===== src/rtl/booth16_pkg.sv =====
// booth16_pkg
// Shared types for the radix-16 Booth sequential multiplier.
//   state_t          controller states (IDLE, PRECOMP, ITER, DONE)
//   booth_dig_t      encoded Booth digit: sign, one-hot odd multiple, one-hot shift
//   booth_digit_value signed value (-8..+8) of a 5-bit Booth window
package booth16_pkg;

  typedef enum logic [1:0] {
    IDLE    = 2'd0,
    PRECOMP = 2'd1,
    ITER    = 2'd2,
    DONE    = 2'd3
  } state_t;

  // odd_sel bit k selects the odd multiple (2k+1)A; sh_sel bit k shifts it left by k.
  // A zero digit has both selects all-zero and neg=0.
  typedef struct packed {
    logic       neg;
    logic [3:0] odd_sel;
    logic [3:0] sh_sel;
  } booth_dig_t;

  // Window layout is {b[4i+3:4i], b[4i-1]}; the top bit carries weight -8.
  function automatic int booth_digit_value(input logic [4:0] w);
    return -8 * int'(w[4]) + 4 * int'(w[3]) + 2 * int'(w[2]) + int'(w[1]) + int'(w[0]);
  endfunction

endpackage


===== src/rtl/booth16_digit_enc.sv =====
// booth16_digit_enc
// Purely combinational radix-16 Booth digit encoder.
//   win_i  5-bit Booth window {b[4i+3:4i], b[4i-1]}
//   dig_o  encoded digit: neg flag, one-hot odd multiple (1/3/5/7), one-hot shift (0..3)
module booth16_digit_enc
  import booth16_pkg::*;
(
  input  logic [4:0]  win_i,
  output booth_dig_t  dig_o
);

  logic [3:0] posPart;
  logic [3:0] mag;

  // The low four window bits always add a non-negative 0..8; the top bit subtracts 8.
  // When the top bit is set the digit is posPart-8, so its magnitude is 8-posPart and
  // it is negative only when posPart falls short of 8 (11111 is a plain zero).
  always_comb begin
    posPart = {1'b0, win_i[3:1]} + {3'b000, win_i[0]};
    dig_o   = '0;
    mag     = posPart;
    if (win_i[4]) begin
      mag       = 4'd8 - posPart;
      dig_o.neg = (posPart != 4'd8);
    end
    case (mag)
      4'd1:    begin dig_o.odd_sel = 4'b0001; dig_o.sh_sel = 4'b0001; end
      4'd2:    begin dig_o.odd_sel = 4'b0001; dig_o.sh_sel = 4'b0010; end
      4'd3:    begin dig_o.odd_sel = 4'b0010; dig_o.sh_sel = 4'b0001; end
      4'd4:    begin dig_o.odd_sel = 4'b0001; dig_o.sh_sel = 4'b0100; end
      4'd5:    begin dig_o.odd_sel = 4'b0100; dig_o.sh_sel = 4'b0001; end
      4'd6:    begin dig_o.odd_sel = 4'b0010; dig_o.sh_sel = 4'b0010; end
      4'd7:    begin dig_o.odd_sel = 4'b1000; dig_o.sh_sel = 4'b0001; end
      4'd8:    begin dig_o.odd_sel = 4'b0001; dig_o.sh_sel = 4'b1000; end
      default: begin dig_o.odd_sel = 4'b0000; dig_o.sh_sel = 4'b0000; end
    endcase
  end

endmodule


===== src/rtl/booth16_seq_mult.sv =====
// booth16_seq_mult
// Iterative signed WIDTH x WIDTH multiplier retiring one radix-16 Booth digit per cycle.
//   iClk    clock, rising edge
//   iRst_n  asynchronous active-low reset
//   iValid  operand pair valid        oReady  block can accept a pair (IDLE only)
//   iA, iB  signed operands           oProd   signed 2*WIDTH product
//   oValid  product valid             iReady  consumer accepts the product
//   oBusy   high while precomputing or iterating
// Optional build macro BOOTH16_EARLY_TERM_EN: stop iterating as soon as every remaining
// multiplier digit is known to be zero.
module booth16_seq_mult
  import booth16_pkg::*;
#(
  parameter int WIDTH = 8
) (
  input  logic                 iClk,
  input  logic                 iRst_n,
  input  logic                 iValid,
  output logic                 oReady,
  input  logic [WIDTH-1:0]     iA,
  input  logic [WIDTH-1:0]     iB,
  output logic                 oValid,
  input  logic                 iReady,
  output logic [2*WIDTH-1:0]   oProd,
  output logic                 oBusy
);

  localparam int NDIG = WIDTH / 4;
  localparam int PW   = 2 * WIDTH;
  localparam int IW   = (NDIG > 1) ? $clog2(NDIG) : 1;

  state_t          state_q;
  logic [WIDTH-1:0] a_q;
  logic [WIDTH-1:0] b_q;
  logic [PW-1:0]   mult1_q;
  logic [PW-1:0]   mult3_q;
  logic [PW-1:0]   mult5_q;
  logic [PW-1:0]   mult7_q;
  logic [PW-1:0]   accum_q;
  logic [PW-1:0]   accum_d;
  logic [IW-1:0]   digIdx_q;

  logic [PW-1:0]   aExt;
  logic [WIDTH:0]  bExt;
  logic [4:0]      window;
  logic            lastDig;
  booth_dig_t      dig;
  logic [PW-1:0]   oddMult;
  logic [PW-1:0]   shMult;
  logic [PW-1:0]   partProd;

  assign oReady  = (state_q == IDLE);
  assign aExt    = {{WIDTH{a_q[WIDTH-1]}}, a_q};
  // The appended zero is the implicit b[-1] overlap bit of digit 0.
  assign bExt    = {b_q, 1'b0};
  assign window  = 5'(bExt >> {digIdx_q, 2'b00});
  assign lastDig = (digIdx_q == IW'(NDIG - 1));

`ifdef BOOTH16_EARLY_TERM_EN
  logic signed [WIDTH:0] bRest;
  logic                  earlyStop;
  // Everything from the current overlap bit upward all-zero or all-one means the
  // remaining Booth digits are all zero.
  assign bRest     = $signed(bExt) >>> {digIdx_q, 2'b00};
  assign earlyStop = (bRest == '0) || (&bRest);
`endif

  booth16_digit_enc uDigitEnc (
    .win_i (window),
    .dig_o (dig)
  );

  // Select the odd multiple, apply the small shift, move it to the digit's weight and
  // fold it into the accumulator. A zero digit selects nothing, so it adds exactly 0.
  always_comb begin
    oddMult  = ({PW{dig.odd_sel[0]}} & mult1_q) |
               ({PW{dig.odd_sel[1]}} & mult3_q) |
               ({PW{dig.odd_sel[2]}} & mult5_q) |
               ({PW{dig.odd_sel[3]}} & mult7_q);
    shMult   = ({PW{dig.sh_sel[0]}} & oddMult)        |
               ({PW{dig.sh_sel[1]}} & (oddMult << 1)) |
               ({PW{dig.sh_sel[2]}} & (oddMult << 2)) |
               ({PW{dig.sh_sel[3]}} & (oddMult << 3));
    partProd = shMult << {digIdx_q, 2'b00};
    accum_d  = dig.neg ? (accum_q - partProd) : (accum_q + partProd);
  end

  // Controller: accept, precompute hard multiples, one digit per cycle, then hold the
  // product until the consumer takes it. Reset aborts whatever is in flight.
  always_ff @(posedge iClk or negedge iRst_n) begin
    if (!iRst_n) begin
      state_q  <= IDLE;
      a_q      <= '0;
      b_q      <= '0;
      mult1_q  <= '0;
      mult3_q  <= '0;
      mult5_q  <= '0;
      mult7_q  <= '0;
      accum_q  <= '0;
      digIdx_q <= '0;
      oValid   <= 1'b0;
      oBusy    <= 1'b0;
      oProd    <= '0;
    end else begin
      unique case (state_q)
        IDLE: begin
          if (iValid) begin
            a_q      <= iA;
            b_q      <= iB;
            accum_q  <= '0;
            digIdx_q <= '0;
            oBusy    <= 1'b1;
            state_q  <= PRECOMP;
          end
        end
        PRECOMP: begin
          mult1_q <= aExt;
          mult3_q <= aExt + (aExt << 1);
          mult5_q <= aExt + (aExt << 2);
          mult7_q <= (aExt << 3) - aExt;
          state_q <= ITER;
        end
        ITER: begin
`ifdef BOOTH16_EARLY_TERM_EN
          if (earlyStop) begin
            oProd   <= accum_q;
            oValid  <= 1'b1;
            oBusy   <= 1'b0;
            state_q <= DONE;
          end else
`endif
          begin
            accum_q <= accum_d;
            if (lastDig) begin
              oProd   <= accum_d;
              oValid  <= 1'b1;
              oBusy   <= 1'b0;
              state_q <= DONE;
            end else begin
              digIdx_q <= digIdx_q + 1'b1;
            end
          end
        end
        DONE: begin
          if (iReady) begin
            oValid  <= 1'b0;
            state_q <= IDLE;
          end
        end
        default: state_q <= IDLE;
      endcase
    end
  end

endmodule


===== config.mk =====
export PLATFORM = sky130hd
export DESIGN_NAME = booth16_seq_mult
export DESIGN_NICKNAME = d
export VERILOG_FILES = /design/src/rtl/booth16_pkg.sv /design/src/rtl/booth16_digit_enc.sv /design/src/rtl/booth16_seq_mult.sv
export SDC_FILE = /design/constraint.sdc
export NUM_CORES = 1
export LEC_CHECK = 0
export CAP_MARGIN = 25
export CORE_MARGIN = 3
export CORE_UTILIZATION = 30
export CTS_CLUSTER_SIZE = 24
export DETAILED_ROUTE_END_ITERATION = 10
export SKIP_LAST_GASP = 1
export SLEW_MARGIN = 15
export SYNTH_ARGS = -nofsm -noshare
export SYNTH_HDL_FRONTEND = slang
export SYNTH_SLANG_ARGS = --single-unit

===== constraint.sdc =====
create_clock -name iClk -period 7.5 [get_ports iClk]
set_clock_uncertainty 0.2 [all_clocks]
set_input_delay 1.5 -clock iClk [delete_from_list [all_inputs] [get_ports iClk]]
set_output_delay 1.5 -clock iClk [all_outputs]
set_load 0.02 [all_outputs]

==> results of run 1 <==
==> cell families after synthesis <==
| family | Yosys count | share of synthesized area [%] |
|---|---|---|
| xor+xnor | 49 | 6.288 |
| fa+ha+maj | 47 | 8.643 |
| flops | 87 | 30.82 |
| compound gates | 221 | 23.34 |
| buf+inv | 67 | 5.632 |
| simple gates | 193 | 14.91 |
| mux | 66 | 10.36 |
==> critical path: stages, from the launching register on <==
cell and delay (ns):
dfrtp_1 0.49, nor2b_1 0.10, a21o_1 0.17, ha_1 0.25, ha_1 0.28, buf_4 0.20, nand2b_1 0.13, mux2_2 0.28
a31oi_1 0.28, o21ai_1 0.13, buf_4 0.19, a221o_1 0.42, a2111oi_0 0.87, and2_1 0.24, a21oi_1 0.08, o31ai_1 0.28
xor2_1 0.19, ha_1 0.28, or2_2 0.28, a21oi_1 0.14, a31oi_1 0.08, a31oi_1 0.26, o21ai_0 0.13, buf_4 0.18
nand2_1 0.06, a211oi_1 0.05, a2111oi_1 0.45, nand4_1 0.14
==> through the flow <==
step	utilization, %	hold slack (ns)	std cells	instance area, sq um	setup slack (ns)
after global routing	34.97	0.3228	1075	8013	0.06478
after detailed placement	33.45	0.2770	1059	7666	0.6137
after floorplan	-	0.2490	730	7064	0.3216
final	34.97	0.2867	1075	8013	0.5393
after CTS	34.97	0.2939	1075	8013	0.6035
after global placement	33.43	0.2654	1058	7661	0.6349
==> state kept, by name (all words and copies together) (netlist names), 2 cells and up <==
register  cells
a_q           8
accum_q      16
b_q           8
mult1_q       7
mult3_q       8
mult5_q       8
mult7_q      11
oProd        16
state_q       2
==> final timing paths <==
kind,cells after the start,slack [ns],startpoint,to
min reg2reg,2,0.29,oProd[14],oProd[14]
max reg2reg,27,0.54,digIdx_q,accum_q[15]
max,27,0.54,digIdx_q,accum_q[15]
max in group asynchronous,2,5.11,iRst_n,oProd[2]
min,2,0.29,oProd[14],oProd[14]
min in group asynchronous,1,0.93,iRst_n,a_q[2]
==> area by class of cell <==
type | instances | area [sq um] | area share, %
repair buffers | 55 | 503.0 | 6.277
multi-input cells | 576 | 4489 | 56.03
clock inverters | 5 | 103.9 | 1.296
well taps | 313 | 391.6 | 4.888
inverters | 28 | 105.1 | 1.312
flip-flops and latches | 87 | 2177 | 27.17
clock buffers | 11 | 242.7 | 3.029
==> placed cells by master, fill, tap and decap left out, types with 15 or more instances in the layout <==
cell type	n
a21o_1	21
o21ai_0	32
dfrtp_1	87
xnor2_1	28
xor2_1	19
inv_1	28
nor3_1	15
mux2_2	57
nor2_1	36
a21oi_1	46
clkdlybuf4s50_1	37
buf_4	17
a22o_1	20
nand2_1	47
ha_1	44
==> metal layers <==
metal  GRT usage (%)  up-vias
li1                -     2802
met1           19.56     2748
met2           21.76      133
met3           2.627       19
met4           4.099        0
met5               0        -
==> metrics.md, run 1 <==
| Metric | Value |
|---|---|
| IO buf count | `38` |
| Ant. Diodes | `0` |
| Cts bufs inserted | `9` |
| Vias per cell | `around 5.3` |
| Max Cap Viol | `0` |
| Cell taking the most area after synthesis | `dfrtp_1` |
| DRC viols | `0` |
| Gpl congestion | `about 0.9` |
| CTS H-tree lvls | `3` |
| Period minus WS final | `a little under 7 ns` |
| First-pass GRT wire length | `about 29000 um` |
| Die width | `159.5 um` |
| Largest cells by area after synthesis | `dfrtp_1, mux2_2, ha_1, xnor2_1, a21oi_1` |
| CTS tree | `yes` |
| Sum Neg Setup Slack | `0 ns` |
| Worst setup EP type | `register` |
| Filler cell count | `approximately 2400` |
| Die ar. | `between 0.02 and 0.03 sq mm` |
| CTS max path bufs | `2` |
| Yosys cell types | `93` |
| Syn Nets | `around 800` |
| All-Layer GR Usage | `around 14%` |
| Sink Count | `just under 90` |
| I/O pin cnt | `39` |
| CTS root buf | `clkbuf_16` |
| Final Hold Violating Endpoints | `0` |
| Max layer used | `met4` |
| Cts hold-fix bufs | `0` |
| Via Count | `~5700` |
| Cts repair resizes | `0` |
| DRT antenna net count | `0` |
| Clock Latency Late Sink | `0.36 ns` |
| Share of the yosys chip area belonging to registers | `a little under a third` |
| Wire length per cell | `approximately 16 um` |
| Commonest cells in the netlist | `dfrtp_1, mux2_2, nand2_1` |
| Tightest Hold Check Type | `reg -> reg` |
| Starting density of the core | `slightly above 30%` |
| Synth Warn # | `0` |
| Status | `complete, no violations` |
| CP arrival | `6.98 ns` |
| Reg clk slew, reported paths | `roughly 0.07 ns` |
| Synth async-reset ratio | `between 90% and 100%` |
| CP Launch Type | `register` |
| Post-CTS Setup Bufs | `0` |
| Initial antenna violation count | `0` |
| Synth Cell Area | `around 0.0071 sq mm` |
| Mapped Cells | `between 700 and 800` |
| # setup viols final | `0` |
| Type of the worst setup path | `reg -> reg` |
| Layout cells sized above 1 | `around 16%` |
| Yosys reg bits | `between 80 and 90` |
| Vias in the first global route | `5525` |
| Number of synthesized flops with an enable pin | `0` |
| RSZ-0062 raised after global routing | `false` |
| Fmax | `between 0.1 and 0.15 GHz` |
| Share of the synthesized area in the top cell type | `a little under a third` |
| HPWL Detailed | `approximately 13000 um` |
| Largest net degree at the start of global routing | `50` |
| Met3 Wirelength | `664 um` |
| Part of the cycle the worst path needs | `92.81%` |
| Core box area | `0.02292 sq mm` |
| Drt first pass iters | `5` |
| GRT overflow | `0` |
| WP data required | `approximately 7.5 ns` |
| Ys flop type | `dfrtp_1` |
| Syn-to-layout area delta | `13.43%` |
| Crit path max fanout | `13` |
| Post-Route M1 WL | `approximately 8400 um` |
| Initial DRC count | `approximately 330` |
| Net count, final | `between 800 and 900` |
| Met2 wire len | `between 7000 and 8000 um` |
| Vert. Die Dim | `~160 um` |
| Count leader, synth | `dfrtp_1` |
| Relative slew slack | `approximately 36%` |
| Max Slew Vio Count | `0` |
| Worst-Margin Slew | `between 0.9 and 1 ns` |
| Row cnt | `55` |
| Syn_area_per_cell | `roughly 9.7 sq um` |
| WL final | `around 17000 um` |
Power of run 1 is left out: the tool's default activity adds up to more than one toggle a clock period on the data nets, which glitch-free logic cannot reach.
==> run 2, diff against run 1 <==
--- a/config.mk
+++ b/config.mk
@@ -11,7 +11,7 @@
 export CTS_CLUSTER_SIZE = 24
 export DETAILED_ROUTE_END_ITERATION = 10
 export SKIP_LAST_GASP = 1
-export SLEW_MARGIN = 15
 export SYNTH_ARGS = -nofsm -noshare
 export SYNTH_HDL_FRONTEND = slang
 export SYNTH_SLANG_ARGS = --single-unit
+export TNS_END_PERCENT = 5
==> metrics.md, run 2 (synthesized netlist as in run 1, its figures left out) <==
| Metric | Value |
|---|---|
| Ant. Diodes | `0` |
| CTS tree | `yes` |
| Regs by FF count | `accum_q (16), oProd (16), mult7_q (11)` |
| Syn-to-layout area delta | `13.43%` |
| Layout cells sized above 1 | `16.40%` |
| Vias per cell | `around 5.2` |
| Status | `complete, no violations` |
| CTS max path bufs | `2` |
| CTS root buf | `clkbuf_16` |
| Initial DRC count | `410` |
| Initial antenna violation count | `0` |
| Hold Path Sink | `oProd[14]` |
| Worst r2r src | `digIdx_q` |
| Fmax | `0.1432 GHz` |
| Via Count | `5641` |
| Sum Neg Setup Slack | `0 ns` |
| Cts hold-fix bufs | `0` |
| WL final | `17100 um` |
| Vias in the first global route | `between 5000 and 6000` |
| Sink Count | `between 80 and 90` |
| FF-to-FF setup slack | `~0.52 ns` |
| RSZ-0062 raised after global routing | `false` |
| Reg clk slew, reported paths | `~0.07 ns` |
| Max Slew Vio Count | `0` |
| Gpl congestion | `0.8931` |
| Core box area | `between 0.02 and 0.025 sq mm` |
| HPWL Detailed | `between 10000 and 15000 um` |
| Largest net degree at the start of global routing | `50` |
| Max Cap Viol | `0` |
| Worst reg2reg path endpoint | `accum_q[15]` |
| Crit path max fanout | `13` |
| Most frequent cells in the layout | `dfrtp_1, mux2_2, nand2_1` |
| Period minus WS final | `around 7.0 ns` |
| CP Launch Type | `register` |
| Pre-CTS WS | `0.5863 ns` |
| Type of the worst setup path | `reg -> reg` |
| Filler cell count | `2346` |
| Net count, final | `about 820` |
| Post-CTS Setup Bufs | `0` |
| GRT overflow | `0` |
| Tightest Hold Check Type | `reg -> reg` |
| CTS H-tree lvls | `3` |
| Cts bufs inserted | `9` |
| CP arrival | `about 7 ns` |
| Wire length per cell | `between 15 and 20 um` |
| Cts repair resizes | `0` |
| I/O pin cnt | `39` |
| Worst hold stages | `2` |
| Clock Latency Late Sink | `between 0.3 and 0.4 ns` |
| Drt first pass iters | `5` |
| Final Hold Violating Endpoints | `0` |
| Final std cells w/o fill | `between 1000 and 1500` |
| Die ar. | `~0.025 sq mm` |
| WP data required | `approximately 7.5 ns` |
| # setup viols final | `0` |
| DRT antenna net count | `0` |
| Vert. Die Dim | `159.5 um` |
| R2r worst-path depth | `27` |
| DRC viols | `0` |
| First-pass GRT wire length | `29370 um` |
| Part of the cycle the worst path needs | `between 90 and 100%` |
| Die width | `roughly 160 um` |
| All-Layer GR Usage | `between 10% and 20%` |
| Starting density of the core | `30.83%` |
| Min-delay src | `oProd[14]` |
| Row cnt | `between 50 and 60` |
| Relative slew slack | `34.92%` |
| Worst-Margin Slew | `0.9516 ns` |
| Fin Hold WS | `0.2830 ns` |
| Fin worst setup slack | `roughly 0.52 ns` |
| Commonest non-fill, non-tap cell in the layout | `dfrtp_1` |
| Worst setup EP type | `register` |
| IO buf count | `38` |
| Dpl cells | `between 1000 and 1500` |
[run 2: cell counts in the layout (fill, tap and decap cells not counted)]
No cell type changed its count.
[run 2: worst max path at each step]
stage | endpoint | slack (ns) | cells after the start | start
finish | accum_q[15] | 0.52 | 27 | digIdx_q
global route | accum_q[15] | 0.09 | 27 | digIdx_q
CTS | accum_q[15] | 0.59 | 27 | digIdx_q
detailed placement | accum_q[15] | 0.59 | 27 | digIdx_q
global placement | accum_q[15] | 0.63 | 27 | digIdx_q
floorplan | accum_q[15] | 0.32 | 32 | digIdx_q
[run 2: layer usage]
metal | track usage, % | wire length (um)
met1 | 19.60 | 8335
met2 | 22.05 | 7864
met3 | 2.497 | 636
met4 | 3.900 | 262
met5 | 0 | 0
[run 2: critical path, stage by stage, from the launching register on]
cell and delay, ns:
dfrtp_1 0.49, nor2b_1 0.10, a21o_1 0.17, ha_1 0.25
ha_1 0.28, buf_4 0.20, nand2b_1 0.13, mux2_2 0.27
a31oi_1 0.27, o21ai_1 0.13, buf_4 0.19, a221o_1 0.42
a2111oi_0 0.88, and2_1 0.25, a21oi_1 0.07, o31ai_1 0.27
xor2_1 0.19, ha_1 0.28, or2_2 0.28, a21oi_1 0.14
a31oi_1 0.08, a31oi_1 0.26, o21ai_0 0.13, buf_4 0.18
nand2_1 0.06, a211oi_1 0.05, a2111oi_1 0.47, nand4_1 0.14
[run 2: cell type report]
class	count	area, sq um	area share (%)
Sequential cell	87	2177	27.17
Clock buffer	11	242.7	3.029
Multi-Input combinational cell	576	4489	56.03
Timing Repair Buffer	55	503.0	6.277
Tap cell	313	391.6	4.888
Clock inverter	5	103.9	1.296
Inverter	28	105.1	1.312
[run 2: metrics by stage]
| step | instance area (sq um) | util (%) |
|---|---|---|
| after CTS | 8013 | 34.97 |
| after global placement | 7661 | 33.43 |
| after detailed placement | 7666 | 33.45 |
| final | 8013 | 34.97 |
| after floorplan | 7064 | - |
| after global routing | 8013 | 34.97 |
Power of run 2 is left out for the same reason.
